--- config.mk ---
export PLATFORM = sky130hd
export DESIGN_NAME = uart_to_hex
export DESIGN_NICKNAME = d
export VERILOG_FILES = /design/src/rtl/uart_to_hex_pkg.sv /design/src/rtl/uart_to_hex_decode.sv /design/src/rtl/uart_to_hex.sv
export SDC_FILE = /design/constraint.sdc
export NUM_CORES = 1
export LEC_CHECK = 0
export ABC_AREA = 1
export BUFFER_PORTS_ARGS = -buffer_cell sky130_fd_sc_hd__buf_4
export CORE_AREA = 2 2 82 84
export CTS_CLUSTER_DIAMETER = 120
export DETAILED_ROUTE_END_ITERATION = 16
export DIE_AREA = 0 0 84 86
export GPL_ROUTABILITY_DRIVEN = 0
export MAX_ROUTING_LAYER = met4
export PLACE_DENSITY = 0.77
export SYNTH_ARGS = -nofsm -noshare
export SYNTH_HDL_FRONTEND = slang
export SYNTH_SLANG_ARGS = --single-unit
export TNS_END_PERCENT = 20
--- constraint.sdc ---
create_clock -name clk -period 3.63 [get_ports clk]
set_input_delay 0.363 -clock clk [delete_from_list [all_inputs] [get_ports clk]]
set_output_delay 0.363 -clock clk [all_outputs]
set_load 0.01 [all_outputs]
--- src/rtl/uart_to_hex_pkg.sv ---
// Shared PDU receive-side definitions: FSM state encoding, ASCII constants
// and the character-to-nibble helper used by the decoder.
package uart_to_hex_pkg;

  // Parser states
  typedef enum logic [1:0] {
    ST_IDLE    = 2'd0,
    ST_COLLECT = 2'd1,
    ST_HOLD    = 2'd2,
    ST_DISCARD = 2'd3
  } state_t;

  // Terminator characters
  localparam logic [7:0] ASCII_CR = 8'h0D;
  localparam logic [7:0] ASCII_LF = 8'h0A;
  localparam logic [7:0] ASCII_SP = 8'h20;

  // Digit range bounds
  localparam logic [7:0] ASCII_0  = 8'h30;
  localparam logic [7:0] ASCII_9  = 8'h39;
  localparam logic [7:0] ASCII_UA = 8'h41;
  localparam logic [7:0] ASCII_UF = 8'h46;
  localparam logic [7:0] ASCII_LA = 8'h61;
  localparam logic [7:0] ASCII_LF_CHAR = 8'h66;

  // Returns {is_digit, nibble}; nibble is 0 when the character is not a digit.
  function automatic logic [4:0] ascii_hex_value(input logic [7:0] c);
    logic [7:0] d;
    logic [4:0] r;
    r = 5'd0;
    d = 8'd0;
    if (c >= ASCII_0 && c <= ASCII_9) begin
      d = c - ASCII_0;
      r = {1'b1, d[3:0]};
    end else if (c >= ASCII_UA && c <= ASCII_UF) begin
      d = c - ASCII_UA + 8'd10;
      r = {1'b1, d[3:0]};
    end else if (c >= ASCII_LA && c <= ASCII_LF_CHAR) begin
      d = c - ASCII_LA + 8'd10;
      r = {1'b1, d[3:0]};
    end
    return r;
  endfunction

  // True for the characters that close a word.
  function automatic logic ascii_is_term(input logic [7:0] c);
    return (c == ASCII_CR) || (c == ASCII_LF) || (c == ASCII_SP);
  endfunction

endpackage

--- src/rtl/uart_to_hex_decode.sv ---
// Combinational character classifier: splits an ASCII byte into
// digit / terminator flags and the hex nibble value.
module hex_ascii_decode
  import uart_to_hex_pkg::*;
(
  input  logic [7:0] i_char,
  output logic       o_is_digit,
  output logic       o_is_term,
  output logic [3:0] o_nibble
);

  logic [4:0] w_hex;

  // Classify the character; digits and terminators are mutually exclusive.
  always_comb begin
    w_hex      = ascii_hex_value(i_char);
    o_is_digit = w_hex[4];
    o_nibble   = w_hex[3:0];
    o_is_term  = ascii_is_term(i_char);
  end

endmodule

--- src/rtl/uart_to_hex.sv ---
// UART RX character stream to 32-bit hex word parser. Accumulates up to
// MAX_DIGITS hex digits, closes the word on CR/LF/SP and holds it until the
// consumer accepts it. All outputs are registered.
module uart_to_hex
  import uart_to_hex_pkg::*;
#(
  parameter int HEX_WIDTH  = 32,
  parameter int MAX_DIGITS = HEX_WIDTH / 4
) (
  input  logic                 clk,
  input  logic                 rst,
  input  logic [7:0]           rx_data,
  input  logic                 rx_data_valid,
  output logic [HEX_WIDTH-1:0] hex_data,
  output logic                 hex_data_valid,
  input  logic                 hex_data_accept,
  output logic                 parse_error,
  output logic                 overrun
);

  localparam int CNT_W = $clog2(MAX_DIGITS + 1);

  logic                 w_is_digit;
  logic                 w_is_term;
  logic [3:0]           w_nibble;

  state_t               r_state;
  state_t               w_state_next;
  logic [HEX_WIDTH-1:0] r_acc;
  logic [HEX_WIDTH-1:0] w_acc_next;
  logic [CNT_W-1:0]     r_count;
  logic [CNT_W-1:0]     w_count_next;
  logic [HEX_WIDTH-1:0] r_hex_data;
  logic [HEX_WIDTH-1:0] w_hex_data_next;
  logic                 r_hex_valid;
  logic                 w_hex_valid_next;
  logic                 r_parse_error;
  logic                 w_parse_error_next;
  logic                 r_overrun;
  logic                 w_overrun_next;

  hex_ascii_decode u_decode (
    .i_char     (rx_data),
    .o_is_digit (w_is_digit),
    .o_is_term  (w_is_term),
    .o_nibble   (w_nibble)
  );

  // State, accumulator, counter and registered outputs; reset clears everything at once.
  always_ff @(posedge clk or negedge rst) begin
    if (!rst) begin
      r_state       <= ST_IDLE;
      r_acc         <= '0;
      r_count       <= '0;
      r_hex_data    <= '0;
      r_hex_valid   <= 1'b0;
      r_parse_error <= 1'b0;
      r_overrun     <= 1'b0;
    end else begin
      r_state       <= w_state_next;
      r_acc         <= w_acc_next;
      r_count       <= w_count_next;
      r_hex_data    <= w_hex_data_next;
      r_hex_valid   <= w_hex_valid_next;
      r_parse_error <= w_parse_error_next;
      r_overrun     <= w_overrun_next;
    end
  end

  // Next-state and next-output logic; characters are acted on only when strobed,
  // except the accept check in HOLD.
  always_comb begin
    w_state_next       = r_state;
    w_acc_next         = r_acc;
    w_count_next       = r_count;
    w_hex_data_next    = r_hex_data;
    w_hex_valid_next   = r_hex_valid;
    w_parse_error_next = 1'b0;
    w_overrun_next     = 1'b0;

    case (r_state)
      ST_IDLE: begin
        if (rx_data_valid) begin
          if (w_is_digit) begin
            w_acc_next   = {r_acc[HEX_WIDTH-5:0], w_nibble};
            w_count_next = CNT_W'(1);
            w_state_next = ST_COLLECT;
          end else if (!w_is_term) begin
            // Terminators on an empty word are silently ignored.
            w_parse_error_next = 1'b1;
            w_state_next       = ST_DISCARD;
          end
        end
      end

      ST_COLLECT: begin
        if (rx_data_valid) begin
          if (w_is_digit) begin
            if (r_count < CNT_W'(MAX_DIGITS)) begin
              w_acc_next   = {r_acc[HEX_WIDTH-5:0], w_nibble};
              w_count_next = r_count + CNT_W'(1);
            end else begin
              // One digit too many: the whole word is abandoned.
              w_parse_error_next = 1'b1;
              w_state_next       = ST_DISCARD;
            end
          end else if (w_is_term) begin
            // Short words come out zero-extended because acc started from zero.
            w_hex_data_next  = r_acc;
            w_hex_valid_next = 1'b1;
            w_state_next     = ST_HOLD;
          end else begin
            w_parse_error_next = 1'b1;
            w_state_next       = ST_DISCARD;
          end
        end
      end

      ST_HOLD: begin
        // The held word is never disturbed by incoming characters.
        if (rx_data_valid) begin
          w_overrun_next = 1'b1;
        end
        if (hex_data_accept) begin
          w_hex_data_next  = '0;
          w_hex_valid_next = 1'b0;
          w_acc_next       = '0;
          w_count_next     = '0;
          w_state_next     = ST_IDLE;
        end
      end

      ST_DISCARD: begin
        if (rx_data_valid && w_is_term) begin
          w_acc_next   = '0;
          w_count_next = '0;
          w_state_next = ST_IDLE;
        end
      end

      default: begin
        w_state_next = ST_IDLE;
      end
    endcase
  end

  assign hex_data       = r_hex_data;
  assign hex_data_valid = r_hex_valid;
  assign parse_error    = r_parse_error;
  assign overrun        = r_overrun;

endmodule

==> results of run 1 <==
-- worst reg2reg max path, cell delays in order (launching register included) --
cell	delay, ns
dfrtp_1	0.47
inv_2	0.43
nand2_1	0.27
inv_1	0.16
nand2_1	0.11
nand2_2	0.08
buf_4	0.54
nand2_1	0.22
o21ai_2	0.09
-- power groups by stage --
stage,logic (mW),clock network [mW],registers [mW]
global placement,0.918,0,0.998
floorplan,0.894,0,0.995
finish,0.925,0.620,0.987
global route,1.05,0.673,1.00
detailed placement,0.935,0,1.00
CTS,0.938,0.637,0.986
-- worst min-delay path by stage --
stage	from	to	slack, ns	cells after the start
after floorplan	rst	hex_data[0]$_DFFE_PN0P_	0.07	0
after global placement	hex_data[27]$_DFFE_PN0P_	hex_data[27]$_DFFE_PN0P_	0.47	2
after detailed placement	hex_data_valid$_DFFE_PN0P_	hex_data_valid$_DFFE_PN0P_	0.47	2
after CTS	rst	hex_data[31]$_DFFE_PN0P_	0.18	1
after global routing	rst	hex_data[23]$_DFFE_PN0P_	0.23	1
final	rst	hex_data[2]$_DFFE_PN0P_	0.15	1
-- logic make-up after synthesis --
kind of cell | after synthesis | synth area share, %
xor+xnor | 1 | 0.249
compound gates | 45 | 9.14
simple gates | 233 | 29.7
flops | 73 | 51.9
fa+ha+maj | 5 | 1.78
buf+inv | 41 | 7.25
-- flip-flops by register name, indices dropped and copies added, names as in the netlist --
register        cells
hex_data           32
r_acc              32
r_count             4
r_state             2
hex_data_valid      1
overrun             1
parse_error         1
-- layout by cell type, fill, tap and decap left out --
| master | instances |
|---|---|
| a21oi_1 | 8 |
| and2b_1 | 1 |
| buf_4 | 47 |
| bufinv_16 | 1 |
| clkbuf_8 | 10 |
| clkinv_2 | 2 |
| clkinv_4 | 1 |
| clkinvlp_4 | 1 |
| dfrtp_1 | 73 |
| ha_1 | 5 |
| inv_1 | 13 |
| inv_2 | 3 |
| inv_4 | 1 |
| nand2_1 | 160 |
| nand2_2 | 4 |
| nand2_4 | 1 |
| nand2_8 | 1 |
| nand3_1 | 16 |
| nand3_2 | 2 |
| nand4_1 | 35 |
| nor2_1 | 10 |
| nor2_2 | 1 |
| nor3_2 | 1 |
| o21ai_0 | 1 |
| o21ai_1 | 10 |
| o21ai_2 | 25 |
| o21bai_1 | 1 |
| or2_4 | 1 |
| xor2_1 | 1 |
-- cells in the mapped netlist (all sizes together) --
master  instances  area, sq um
clkbuf          7         31.3
a21oi           8         40.0
or2             1         8.76
nand3          18          100
nor3            1         10.0
nand2         166          654
dfrtp          73         1830
buf            17          158
xor2            1         8.76
nand4          35          219
o21bai          1         7.51
ha              5         62.6
inv            17         66.3
and2b           1         7.51
nor2           11         43.8
o21ai          36          274
-- layer usage --
layer / vias up / GRT usage (%)
met5: - / -
met4: 0 / 7.48
met3: 8 / 4.62
met2: 70 / 29.8
met1: 1265 / 28.4
li1: 1380 / -
-- layout make-up --
cell class | instances | area share (%)
inverters | 17 | 1.67
well taps | 77 | 2.42
multi-input cells | 284 | 36.2
clock inverters | 5 | 1.42
clock buffers | 10 | 3.46
repair buffers | 47 | 8.88
flip-flops and latches | 73 | 46.0
-- metrics by stage --
step / power [mW] / setup WS [ns] / instances
after floorplan: 1.89 / 2.03 / 398
after global placement: 1.92 / 1.28 / 498
after detailed placement: 1.94 / 1.21 / 498
after CTS: 2.56 / 1.19 / 513
after global routing: 2.72 / 0.874 / 513
final: 2.53 / 1.17 / 513
==> results by group, run 1 <==
Cells and area
  – Finished layout cell area: 0.00398 sq mm
  – Multi-input gate area: 0.00144 sq mm
  – Nets: 449
  – Layout cells sized above 1: 23.4%
  – Area grow syn2layout: 13.0%
  – Reg area: 0.00183 sq mm
  – Antenna diodes: 0
  – Fin util: 63.3%
  – Fillers: 558

Power and ir drop
  – Net Sw Frac: 42.4%
  – P_leak: 2.06 nW
  – Switching Power: 1.07 mW
  – Gate power share: 36.5%
  – Pwr dens: 637 mW/mm^2
  – Int Pwr: 1.46 mW
  – Maximum vdd drop: 0.920 mV
  – Seq pwr share: 39.0%
  – Power share of the clock group: 24.5%

Setup path
  – Arrival time at the worst endpoint: 2.72 ns
  – Largest stage delay on the critical path: 0.54 ns
  – CP Depth: 8
  – Register-to-Register Path Depth: 8
  – CP required: 3.89 ns
  – Crit. End Element: register
  – CP Launch Type: register
  – Cell mode on critical path: nand2_1
  – Critical path endpoint: hex_data[11]$_DFFE_PN0P_
  – Worst path top cell family by delay: buffers and inverters
  – Crit Path Category: register to register
  – CP Launch Point: r_state[1]$_DFFE_PN0P_
  – Critical R2R Capture: hex_data[11]$_DFFE_PN0P_
  – Worst-path fanout max: 65
  – Critical path buffers and inverters: 3
  – R2r setup slk: 1.17 ns
  – Worst r2r src: r_state[1]$_DFFE_PN0P_
  – Crit-path cells: inv_2 -> nand2_1 -> inv_1 -> nand2_1 -> nand2_2 -> buf_4 -> nand2_1 -> o21ai_2
  – Slowest stage cell, crit path: buf_4

Floorplanning
  – DIE AREA: 0.00722 sq mm
  – Row count: 29
  – Num ports: 47
  – Die width: 84 um
  – Core region area: 0.00628 sq mm
  – Die Y: 86 um
  – Initial Utilization: 56.0%

STA
  – Final setup TNS: 0 ns
  – Final Hold Violating Endpoints: 0
  – Min cycle time layout: 2.46 ns
  – Finish-stage setup viols: 0
  – Final period util: 67.7%
  – Unrepaired setup endpoints after global routing: no
  – Worst slew pin tran: 0.886 ns
  – Max Slew Vio Count: 0
  – Clk_skew: 0.00756 ns
  – Maximum clock rate: 407 MHz
  – Slew margin rel.: 40.9%
  – Hold_ws: 0.150 ns

Synth
  – Post-synthesis sequential area ratio: 51.9%
  – Mapped Avg Cell Area: 8.84 sq um
  – YS warnings: 0
  – Mapped Area: 0.00352 sq mm
  – Syn nets: 415
  – Syn Inst Count: 398
  – Synth unique cells: 29
  – Post-synthesis register bit count: 73

Route
  – Met2 routed WL: 3.04 mm
  – Remaining DRCs: 0
  – Iteration count of the initial detailed-routing pass: 4
  – Vias/cell: 5.31
  – Drt wl/cell: 12.9 um
  – Total number of vias: 2723
  – Top Layer Used: met4
  – Metal1 wirelength: 3.20 mm
  – Post-route ant nets: 0
  – Met3 WL: 294 um
  – Initial DRC Count: 280
  – Post-Route WL: 6.63 mm

Clock network
  – Root buffer cell: clkbuf_8
  – Worst-path clk slew: 0.07 ns
  – # resized after CTS: 0
  – H-tree Lvls: 3
  – CTS tree: built
  – CTS Hold Buffers Added: 0
  – Deepest clock path buffer count: 2
  – Post-CTS setup buffers: 0
  – Worst skew pair latency: 0.34 ns
  – CTS Sinks: 73
  – CTS buffer count: 9

Placed design
  – Placed Instance Area: 0.00378 sq mm
  – Post-DP HPWL: 4.34 mm
  – IO Port Bufs: 46

Run
  – Max Cap Viol: 0

Global route
  – Gr usage total: 20.5%
  – Initial antenna violation count: 0
  – Number of global-route vias before repair: 2537
  – Total grt overflow: 0
  – First-pass GRT wire length: 11.6 mm
  – Pin count of the biggest net entering global routing: 74

Hold path
  – Min-Delay Path Class: input pin to asynchronous set/reset pin

Status
  – Status: complete, no violations
Note: power is estimated with default switching activity, not from simulation.
==> inputs of run 2 (changes only) <==
==> constraint.sdc (replaced) <==
create_clock -name clk -period 2.5 [get_ports clk]
set_input_delay 0.25 -clock clk [delete_from_list [all_inputs] [get_ports clk]]
set_output_delay 0.25 -clock clk [all_outputs]
set_load 0.01 [all_outputs]
==> results by group, run 2 (synthesized netlist as in run 1, its figures left out) <==
Status
  – Status: complete, no violations

Global route
  – Pin count of the biggest net entering global routing: 74 (unchanged)
  – Total grt overflow: 0 (unchanged)
  – Gr usage total: 21.5% (+1.1 points)
  – Initial antenna violation count: 0 (unchanged)
  – First-pass GRT wire length: 12.0 mm (+3.6%)
  – Number of global-route vias before repair: 2607 (+2.8%)

Route
  – Post-Route WL: 6.94 mm (+4.8%)
  – Drt wl/cell: 13.4 um (+4.0%)
  – Remaining DRCs: 0 (unchanged)
  – Vias/cell: 5.36 (+0.98%)
  – Initial DRC Count: 297 (+6.1%)
  – Total number of vias: 2771 (+1.8%)
  – Post-route ant nets: 0 (unchanged)
  – Iteration count of the initial detailed-routing pass: 4 (unchanged)

Clock network
  – Worst skew pair latency: 0.35 ns (about the same)
  – Post-CTS setup buffers: 0 (unchanged)
  – CTS buffer count: 9 (unchanged)
  – Deepest clock path buffer count: 2 (unchanged)
  – # resized after CTS: 0 (unchanged)
  – CTS tree: built
  – H-tree Lvls: 3 (unchanged)
  – Root buffer cell: clkbuf_8
  – CTS Sinks: 73 (unchanged)
  – Worst-path clk slew: 0.08 ns (about the same)
  – CTS Hold Buffers Added: 0 (unchanged)

Hold path
  – Min-Delay Path Class: input pin to asynchronous set/reset pin

Cells and area
  – Highest-count cells in the layout ignoring fill and taps: nand2_1, dfrtp_1, buf_4
  – Layout cells sized above 1: 23.6% (+0.24 points)
  – Commonest non-fill, non-tap cell in the layout: nand2_1
  – Area grow syn2layout: 15.1%
  – Fillers: 540 (-3.2%)
  – Antenna diodes: 0 (unchanged)
  – Fin util: 64.5% (+1.2 points)
  – Nets: 452 (+0.67%)

Placed design
  – IO Port Bufs: 46 (unchanged)
  – Post-DP HPWL: 4.54 mm (+4.5%)

Run
  – Max Cap Viol: 0 (unchanged)

Floorplanning
  – Core region area: 0.00628 sq mm (unchanged)
  – Initial Utilization: 56.0% (unchanged)
  – Die width: 84 um (unchanged)
  – DIE AREA: 0.00722 sq mm (unchanged)
  – Num ports: 47 (unchanged)
  – Row count: 29 (unchanged)
  – Die Y: 86 um (unchanged)

Setup path
  – CP required: 2.74 ns (-1.15 ns)
  – CP Launch Type: register
  – Crit Path Category: register to register
  – Crit. End Element: register
  – Arrival time at the worst endpoint: 2.19 ns (-0.53 ns)
  – Worst-path fanout max: 37 (-43%)

STA
  – Max Slew Vio Count: 0 (unchanged)
  – Finish-stage setup viols: 0 (unchanged)
  – Slew margin rel.: 40.2% (-0.73 points)
  – Worst slew pin tran: 0.897 ns (+0.0109 ns)
  – Final Hold Violating Endpoints: 0 (unchanged)
  – Final period util: 77.9% (+10 points)
  – Clk_skew: 0.00932 ns (+0.00176 ns)
  – Maximum clock rate: 514 MHz (+26%)
  – Final setup TNS: 0 ns (unchanged)
  – Min cycle time layout: 1.95 ns (-0.510 ns)
  – Unrepaired setup endpoints after global routing: no

Power and ir drop
  – Pwr dens: 978 mW/mm^2 (+54%)
  – P_leak: 2.10 nW (+1.9%)
  – Maximum vdd drop: 1.31 mV (+42%)
==> run 2: changes by cell type in the layout (fill, tap and decap cells not counted) <==
cell	previous run	this run
buf_12	0	1
buf_4	47	49
bufinv_16	1	3
clkbuf_1	0	2
clkbuf_8	10	9
clkinv_2	2	1
clkinvlp_4	1	0
==> run 2: final cells by class <==
| type | count | area, sq um | share of cell area, % |
|---|---|---|---|
| Tap cell | 77 | 96.3 | 2.38 |
| Clock inverter | 5 | 104 | 2.56 |
| Inverter | 17 | 66.3 | 1.64 |
| Multi-Input combinational cell | 284 | 1440 | 35.5 |
| Clock buffer | 11 | 131 | 3.24 |
| Timing Repair Buffer | 50 | 388 | 9.57 |
| Sequential cell | 73 | 1830 | 45.1 |
==> run 2: final timing paths <==
path,cells past startpoint,endpoint,start,slack (ns)
max,9,r_acc[28]$_DFFE_PN0P_,r_state[1]$_DFFE_PN0P_,0.55
min reg2reg,2,hex_data[29]$_DFFE_PN0P_,hex_data[29]$_DFFE_PN0P_,0.49
max in group asynchronous,1,r_state[1]$_DFFE_PN0P_,rst,1.89
min in group clk,3,overrun$_DFF_PN0_,rx_data_valid,0.15
min,1,hex_data[5]$_DFFE_PN0P_,rst,0.03
max reg2reg,9,r_acc[28]$_DFFE_PN0P_,r_state[1]$_DFFE_PN0P_,0.55
==> run 2: metrics by stage <==
| stage | setup slack (ns) | hold WS (ns) | cells | instance area (sq um) | power (mW) |
|---|---|---|---|---|---|
| after detailed placement | 0.426 | 0.438 | 501 | 3820 | 2.89 |
| final | 0.554 | 0.0326 | 517 | 4050 | 3.96 |
| after CTS | 0.546 | 0.0593 | 517 | 4050 | 3.99 |
| after global routing | 0.404 | 0.0895 | 517 | 4050 | 4.22 |
| after floorplan | 1.01 | -0.0456 | 398 | 3520 | 2.74 |
| after global placement | 0.563 | 0.429 | 501 | 3820 | 2.87 |
==> run 2: critical path, cell delays in order, from the launching register on <==
cell and delay [ns]:
dfrtp_1 0.52, inv_2 0.11, nand2_1 0.19, nor2_1 0.10, nor2_2 0.12, nand2_2 0.07, inv_4 0.29, nand2_8 0.23
nand2_1 0.14, nand2_1 0.07
==> run 2: layer usage <==
layer	up-vias	track usage, %	part of all wire, %
li1	1381	-	-
met1	1307	28.9	47
met2	74	32.1	46
met3	9	5.39	5.0
met4	0	7.77	1.2
met5	-	-	0
==> run 2: power breakdown <==
group,total [mW],switching (mW),internal [mW]
Sequential,1.44,0.123,1.31
Combinational,1.43,1.04,0.390
Clock,1.10,0.434,0.664
Total,3.96,1.60,2.37
